[src/rtl/adc_pkg.sv]
// Shared definitions for the ADC frame-alignment path: word width, default
// frame pattern and the alignment state encoding.
package adc_pkg;

    localparam int WORD_W = 8;

    localparam logic [WORD_W-1:0] FRAME_PATTERN_DEF = 8'hF0;

    typedef enum logic [1:0] {
        ST_SEARCH  = 2'd0,
        ST_CONFIRM = 2'd1,
        ST_LOCKED  = 2'd2
    } state_e;

endpackage

[src/rtl/window_select.sv]
// Combinational 16-to-8 window extractor: returns hist_i[sel_i+7:sel_i].
`default_nettype none

module window_select
    import adc_pkg::*;
(
    input  logic [2*WORD_W-1:0] hist_i,
    input  logic [2:0]          sel_i,
    output logic [WORD_W-1:0]   win_o
);

    assign win_o = hist_i[{1'b0, sel_i} +: WORD_W];

endmodule

`default_nettype wire

[src/rtl/adc_frame_aligner.sv]
// Finds the bit offset where the frame lane shows FRAME_PATTERN, confirms it
// over LOCK_COUNT words and emits data-lane words realigned to that offset.
`default_nettype none

module adc_frame_aligner
    import adc_pkg::*;
#(
    parameter logic [WORD_W-1:0] FRAME_PATTERN = FRAME_PATTERN_DEF,
    parameter int                LOCK_COUNT    = 16,
    parameter int                UNLOCK_COUNT  = 4
) (
    input  logic              clk,
    input  logic              rst,
    input  logic              in_valid,
    input  logic [WORD_W-1:0] frame_in,
    input  logic [WORD_W-1:0] data_in,
    output logic [WORD_W-1:0] data_out,
    output logic              data_valid,
    output logic              locked,
    output logic [2:0]        offset
);

    localparam logic [7:0] LOCK_CNT8   = 8'(LOCK_COUNT);
    localparam logic [7:0] UNLOCK_CNT8 = 8'(UNLOCK_COUNT);

    logic [WORD_W-1:0]   fr_prev_q;
    logic [WORD_W-1:0]   dt_prev_q;
    state_e              state_q;
    state_e              state_d;
    logic [7:0]          cnt_q;
    logic [7:0]          cnt_d;
    logic [2:0]          offset_q;
    logic [2:0]          offset_d;
    logic [WORD_W-1:0]   data_out_q;
    logic                data_valid_q;
    logic                locked_q;

    logic [2*WORD_W-1:0] fr_hist;
    logic [2*WORD_W-1:0] dt_hist;
    logic [WORD_W-1:0]   fr_win [WORD_W];
    logic [WORD_W-1:0]   match;
    logic [WORD_W-1:0]   dt_win;
    logic [2:0]          first_idx;
    logic                any_match;
    logic                m_cur;
    logic [7:0]          cnt_inc;

    assign fr_hist = {frame_in, fr_prev_q};
    assign dt_hist = {data_in, dt_prev_q};

    generate
        for (genvar k = 0; k < WORD_W; k++) begin : g_match
            window_select u_fr_win (
                .hist_i (fr_hist),
                .sel_i  (3'(k)),
                .win_o  (fr_win[k])
            );
            assign match[k] = (fr_win[k] == FRAME_PATTERN);
        end
    endgenerate

    window_select u_dt_win (
        .hist_i (dt_hist),
        .sel_i  (offset_q),
        .win_o  (dt_win)
    );

    // Scan from the top down so the lowest matching offset wins.
    always_comb begin
        first_idx = 3'd0;
        for (int k = WORD_W - 1; k >= 0; k--) begin
            if (match[k]) begin
                first_idx = 3'(k);
            end
        end
    end

    assign any_match = |match;
    assign m_cur     = match[offset_q];
    assign cnt_inc   = cnt_q + 8'd1;

    always_comb begin
        state_d  = state_q;
        cnt_d    = cnt_q;
        offset_d = offset_q;
        if (in_valid) begin
            case (state_q)
                ST_SEARCH: begin
                    if (any_match) begin
                        offset_d = first_idx;
                        cnt_d    = 8'd1;
                        state_d  = ST_CONFIRM;
                    end
                end
                ST_CONFIRM: begin
                    if (!m_cur) begin
                        state_d = ST_SEARCH;
                        cnt_d   = 8'd0;
                    end else if (cnt_inc == LOCK_CNT8) begin
                        state_d = ST_LOCKED;
                        cnt_d   = 8'd0;
                    end else begin
                        cnt_d = cnt_inc;
                    end
                end
                ST_LOCKED: begin
                    if (m_cur) begin
                        cnt_d = 8'd0;
                    end else if (cnt_inc == UNLOCK_CNT8) begin
                        state_d = ST_SEARCH;
                        cnt_d   = 8'd0;
                    end else begin
                        cnt_d = cnt_inc;
                    end
                end
                default: begin
                    state_d = ST_SEARCH;
                    cnt_d   = 8'd0;
                end
            endcase
        end
    end

    // Data path uses offset_q, i.e. the alignment in force before this word.
    always_ff @(posedge clk or negedge rst) begin
        if (!rst) begin
            fr_prev_q    <= '0;
            dt_prev_q    <= '0;
            state_q      <= ST_SEARCH;
            cnt_q        <= 8'd0;
            offset_q     <= 3'd0;
            data_out_q   <= '0;
            data_valid_q <= 1'b0;
            locked_q     <= 1'b0;
        end else begin
            state_q      <= state_d;
            cnt_q        <= cnt_d;
            offset_q     <= offset_d;
            locked_q     <= (state_d == ST_LOCKED);
            data_valid_q <= in_valid && (state_q == ST_LOCKED);
            if (in_valid) begin
                fr_prev_q  <= frame_in;
                dt_prev_q  <= data_in;
                data_out_q <= dt_win;
            end
        end
    end

    assign data_out   = data_out_q;
    assign data_valid = data_valid_q;
    assign locked     = locked_q;
    assign offset     = offset_q;

endmodule

`default_nettype wire
[config.mk]
export PLATFORM = sky130hd
export DESIGN_NAME = adc_frame_aligner
export DESIGN_NICKNAME = d
export VERILOG_FILES = /design/src/rtl/adc_pkg.sv /design/src/rtl/window_select.sv /design/src/rtl/adc_frame_aligner.sv
export SDC_FILE = /design/constraint.sdc
export NUM_CORES = 1
export LEC_CHECK = 0
export ABC_AREA = 1
export BUFFER_PORTS_ARGS = -buffer_cell sky130_fd_sc_hd__buf_4
export CAP_MARGIN = 20
export CORE_UTILIZATION = 30
export CTS_CLUSTER_DIAMETER = 50
export CTS_CLUSTER_SIZE = 12
export DETAILED_ROUTE_END_ITERATION = 8
export MAX_ROUTING_LAYER = met4
export PLACE_DENSITY = 0.49
export RECOVER_POWER = 25
export SLEW_MARGIN = 20
export SYNTH_ARGS = -nofsm -noshare
export SYNTH_HDL_FRONTEND = slang
export SYNTH_SLANG_ARGS = --single-unit
export TNS_END_PERCENT = 5
[constraint.sdc]
create_clock -name clk -period 2.5 [get_ports clk]
set_input_delay 0.125 -clock clk [delete_from_list [all_inputs] [get_ports clk]]
set_output_delay 0.125 -clock clk [all_outputs]
set_load 0.05 [all_outputs]
# Word level (Yosys, flattened, before mapping)
# Index checks and enable logic that the tools add are counted.
[word_totals] input_bits=19 romBits=0 mem_count=0 ramBits=0 reg_bits=39 word_cells=53 latch_bits=0
[classes] multipliers=0 bitwise=0 n_shift=1 n_div=0 n_addsub=1 n_eq_ne=14 reduce_logical=5 order_cmp=1 n_mux=23
[ops] op="$eq A8 B8 Y1 const B" count=8
[ops] op="$mux W8" count=5
[ops] op="$mux W3" count=8
[ops] op="$pmux W8 S3" count=1
[ops] op="$shiftx A16 B4 Y8" count=1
[ops] op="$mux W2" count=6
[ops] op="$add A8 B1 Y8 const B" count=1
[ops] op="$eq A8 B3 Y1 const B" count=1
[ops] op="$eq A8 B5 Y1 const B" count=1
[ops] op="$reduce_or A8 Y1" count=1
[ops] op="$pmux W2 S3" count=1
[ops] op="$eq A2 B2 Y1 const B" count=2
[ops] op="$lt A3 B4 Y1 const B" count=1
[ops] op="$bmux W1 S3" count=1
[ops] op="$reduce_and A3 Y1" count=1
[ops] op="$eq A2 B1 Y1 const B" count=1
[ops] op="$logic_not A2 Y1" count=1
[ops] op="$ne A2 B2 Y1 const B" count=1
[ops] op="$reduce_and A2 Y1" count=1
[ops] op="$logic_and A1 B1 Y1" count=1
[ops] op="$mux W1" count=1

# Longest topological paths before layout
[logic_depth] word_depth=9 depth_mapped=15 ltp_nobuf=15

# Hierarchy
# From an unflattened synthesis, not the netlist that was laid out.
[unflattened] hier_cells=1211 area_unflattened_um2=6251.0
[by_module_without_submodules] mod="window_select" cells_per_inst=95 instances=9 area_each_um2=436.7 seq_area_each_um2=0.0
[by_module_without_submodules] mod="adc_frame_aligner" cells_per_inst=356 instances=1 area_each_um2=2321.0 seq_area_each_um2=975.9

# Least setup slack after synthesis
# OpenSTA, ideal clock, no wires.
[synth_timing] kind="flip-flop to flip-flop" start="register offset_q[0] (netlist: offset[0])" end="register locked_q (netlist: locked)" path_slack_ps=666 arrival_ps=1717 stages_incl_launch_ff=12 path_buffers=2 setup_ps=117 required_time_ps=2383 path_cell_list="dfrtp_1 buf_2 inv_1 buf_4 nand3_1 nand3_1 nand2_1 nand3b_4 nand2_2 nand2_2 nand2_2 nor2_2"
[synth_via] elab_chain_len=6
[synth_rtl] item="start, declared" line="adc_frame_aligner.sv:32" source="logic [2:0] offset_q;"
[synth_rtl] item="start signal, assigned" line="adc_frame_aligner.sv:138" source="offset_q <= offset_d;"
[synth_rtl] item="$bmux W1 S3 (*)" line="adc_frame_aligner.sv:79" source="assign m_cur = match[offset_q];"
[synth_rtl] item="$mux W1 (not written as such) (*)" line="adc_frame_aligner.sv:79"
[synth_rtl] item="$mux W2, on equally long branches" line="adc_frame_aligner.sv:107, adc_frame_aligner.sv:96"
[synth_rtl] item="$pmux W2 S3 (*)" line="adc_frame_aligner.sv:87" source="case (state_q)"
[synth_rtl] item="$mux W2 (*)" line="adc_frame_aligner.sv:86" source="if (in_valid) begin"
[synth_rtl] item="via state_d[0]" line="adc_frame_aligner.sv:29" source="state_e state_d;"
[synth_rtl] item="$eq A2 B2 Y1 (*)" line="adc_frame_aligner.sv:139" source="locked_q <= (state_d == ST_LOCKED);"
[synth_rtl] item="end signal, assigned" line="adc_frame_aligner.sv:139"
[synth_rtl] item="end, declared" line="adc_frame_aligner.sv:36" source="logic locked_q;"
# Mark *: on every way through the listed nets, which the timed path passes. The rest lies on a longest branch. The select of a mux whose other input is x is not followed.
# A chain may end at the register's enable or synchronous reset.

# Worst setup path after layout
[layout_timing] start="register offset_q[1] (netlist: offset[1])" end="register state_q[1]"
[layout_via] elab_chain_len=5
[layout_rtl] item="$bmux W1 S3 (*)" line="adc_frame_aligner.sv:79"
[layout_rtl] item="$mux W1 (not written as such) (*)" line="adc_frame_aligner.sv:79"
[layout_rtl] item="$mux W2, on equally long branches" line="adc_frame_aligner.sv:107, adc_frame_aligner.sv:96"
[layout_rtl] item="$pmux W2 S3 (*)" line="adc_frame_aligner.sv:87"
[layout_rtl] item="$mux W2 (*)" line="adc_frame_aligner.sv:86"
[layout_rtl] item="via state_d[1]" line="adc_frame_aligner.sv:29"
[layout_rtl] item="end signal, assigned" line="adc_frame_aligner.sv:136" source="state_q <= state_d;"
[layout_rtl] item="end, declared" line="adc_frame_aligner.sv:28" source="state_e state_q;"
# Marked as above.

==> qor.yml <==
grt_pass1_wl_um: 11100
routed_wl_um: 6420
drive_gt1_share_pct: 17.1
syn_inst: 364
grt_pass1_vias: 2313
ys_warn_count: 0
synth-edff-count: 0
power.density_nw_per_um2: 998
wl_met2_um: 3130
slowest_stage: "dfrtp_1"
die_area_um2: 8630
ant_nets: 0
cts_tree: "done"
critPathBufInv: 2
ys.flop_type: "dfrtp_1"
die_w_um: 92.9
worstSetupStartpoint: "offset[1]"
final_common_cell: "nand2_1"
synth-seq-area-share_pct: 39.4
vias_per_cell: 4.89
r2r-start: "offset[1]"
multi_input_comb_area_um2: 1310
drcViolationCount: 0
relSlewSlack_pct: 31.5
reg2reg_depth: 9
drt_iter0_drc: 138
required_ns: 2.69
clk_path_buf_depth: 2
drtPass1Iterations: 4
total_power_mw: 2.90
area_growth_pct: 17.1
status: "complete, no violations"
fillers: 871
worstMarginPinSlew_ns: 1.03
ctsResizeCount: 0
critPathArrivalTime_ns: 2.21
die_h_um: 92.9
overflow: 0
fin_tns_setup_ns: 0
wire_per_inst_um: 13.0
wl_met1_um: 2950
cp_max_fo: 17
cts_buffers: 5
ys_async_sr_fraction_pct: 100
timing_hold_violations_final: 0
postSynthAreaPerCell_um2: 6.81
floorplan.initialDensity_pct: 31.6
place.detailed.hpwl_um: 4640
rsz0062_at_grt: "no"
insertion_delay_ns: 0.30
path_common_cell: "nand3_1"
row_count: 32
fin_crit_ns: 2.02
post-route-period-util_pct: 80.7
synth_cell_types: 33
port_buffers: 31
via_count: 2414
maxCapViolCount: 0
post_cts.repair.setup_buffers: 0
worstSetupEndpoint: "state_q[1]"
placeableCoreArea_um2: 7850
crit_cells: 9
fmax_ghz: 0.496
cp_top_family: "flip-flops"
regArea_um2: 976
critPathCaptureType: "register"
grt_max_degree: 46
worstPathCellList: "inv_2 > nand3_1 > nand3_1 > nand3_1 > nand2_1 > nand3_1 > nand2_1 > a21oi_2 > inv_1"
ys_ff_latch: 39
worst-r2r-setup-slack_ns: 0.48
mappedNetlistArea_um2: 2480
synth_nets: 384
hold_buffers: 1
setup_viol: 0
leakage_nw: 1.44
critPathLaunchType: "register"
top_layer: "met4"
clock_sinks: 39
place_congestion: 0.833
finalClockSkew_ns: 0.0116
ir_worst_vdd_mv: 0.752
clk_pin_slew_ns: 0.09
final_nets: 411
grtUsageTotal_pct: 16.7
antenna_found_initial: 0
r2r_end: "state_q[1]"
drv_slew: 0
critPathMaxStageDelay_ns: 0.72
antennaDiodeCount: 0
num_io_pins: 32
route.met3.wl_um: 265
mostFrequentLayoutCells: "119 x nand2_1, 39 x dfrtp_1, 38 x o21ai_0"
path_class: "register to register"
cts-root-buf: "clkbuf_8"
h-tree-depth: 2
hold_path.class: "input pin to register"
[synthesized netlist by cell type (2+ instances only)]
cell | count | share of area [%]
o211ai_1 | 3 | 0.91
nand2_1 | 119 | 18
inv_2 | 6 | 0.91
a21oi_1 | 7 | 1.4
nor2_2 | 7 | 1.8
o21ai_0 | 38 | 7.7
nor2_4 | 2 | 0.91
nand2_2 | 7 | 1.8
buf_2 | 5 | 1.0
mux2i_1 | 2 | 0.81
nand3_1 | 31 | 6.3
dfrtp_1 | 39 | 39
o21ai_1 | 7 | 1.4
nor2_1 | 32 | 4.8
clkbuf_1 | 7 | 1.1
o22a_1 | 3 | 1.1
nand4_1 | 7 | 1.8
inv_1 | 27 | 4.1
[logic make-up after synthesis]
family | after synthesis | synth area share [%]
AO/OA/AOI/OAI | 63 | 14.0
XOR/XNOR | 1 | 0.354
AND/OR/NAND/NOR | 210 | 37.2
adder cells (fa/ha/maj) | 1 | 0.505
buffers and inverters | 48 | 7.68
multiplexers | 2 | 0.808
flip-flops | 39 | 39.4
[worst min path at each step]
stage	from	endpoint	slack, ns	depth (start not counted)
global placement	rst	dt_prev_q[2]	0.14	1
finish	frame_in[6]	fr_prev_q[6]	0.03	3
detailed placement	rst	dt_prev_q[2]	0.15	1
global route	frame_in[6]	fr_prev_q[6]	0.04	3
floorplan	rst	cnt_q[0]	-0.17	0
CTS	frame_in[6]	fr_prev_q[6]	0.03	3
[state kept, by name, summed over array words and instances, names as in the netlist]
register,flops
cnt_q,8
data_out,8
data_valid,1
dt_prev_q,8
fr_prev_q,8
locked,1
offset,3
state_q,2
[worst register-to-register path, delay by kind of cell (launching register included)]
family | cells | cell delay, ns
AO/OA/AOI/OAI | 1 | 0.15
buffers and inverters | 2 | 0.33
flip-flops | 1 | 0.72
AND/OR/NAND/NOR | 6 | 0.70
[layout make-up]
cell class                      count  area share, %
Sequential cell                    39           33.6
Inverter                           34           4.40
Clock buffer                        7           3.32
Multi-Input combinational cell    277           45.2
Tap cell                          102           4.40
Timing Repair Buffer               34           8.80
Clock inverter                      1          0.259
[per-layer routing]
layer / global-route usage [%] / vias to the layer above
li1: - / 1235
met1: 20.3 / 1117
met2: 28.4 / 55
met3: 2.87 / 7
met4: 4.36 / 0
met5: - / -
[per-stage QoR]
stage	util (%)	area, um^2	instances	setup WS [ns]	hold WS, ns
finish	37.0	2900	494	0.483	0.0277
global route	37.0	2900	494	0.322	0.0357
CTS	37.0	2900	494	0.508	0.0276
detailed placement	35.6	2790	485	0.518	0.148
global placement	35.6	2790	485	0.529	0.145
floorplan	-	2480	364	0.666	-0.171
[report_power, final]
part | total, mW | switching, mW | internal [mW]
clock network | 0.499 | 0.247 | 0.251
logic | 1.44 | 0.998 | 0.443
registers | 0.957 | 0.174 | 0.783
(Power assumes the default switching activity.)
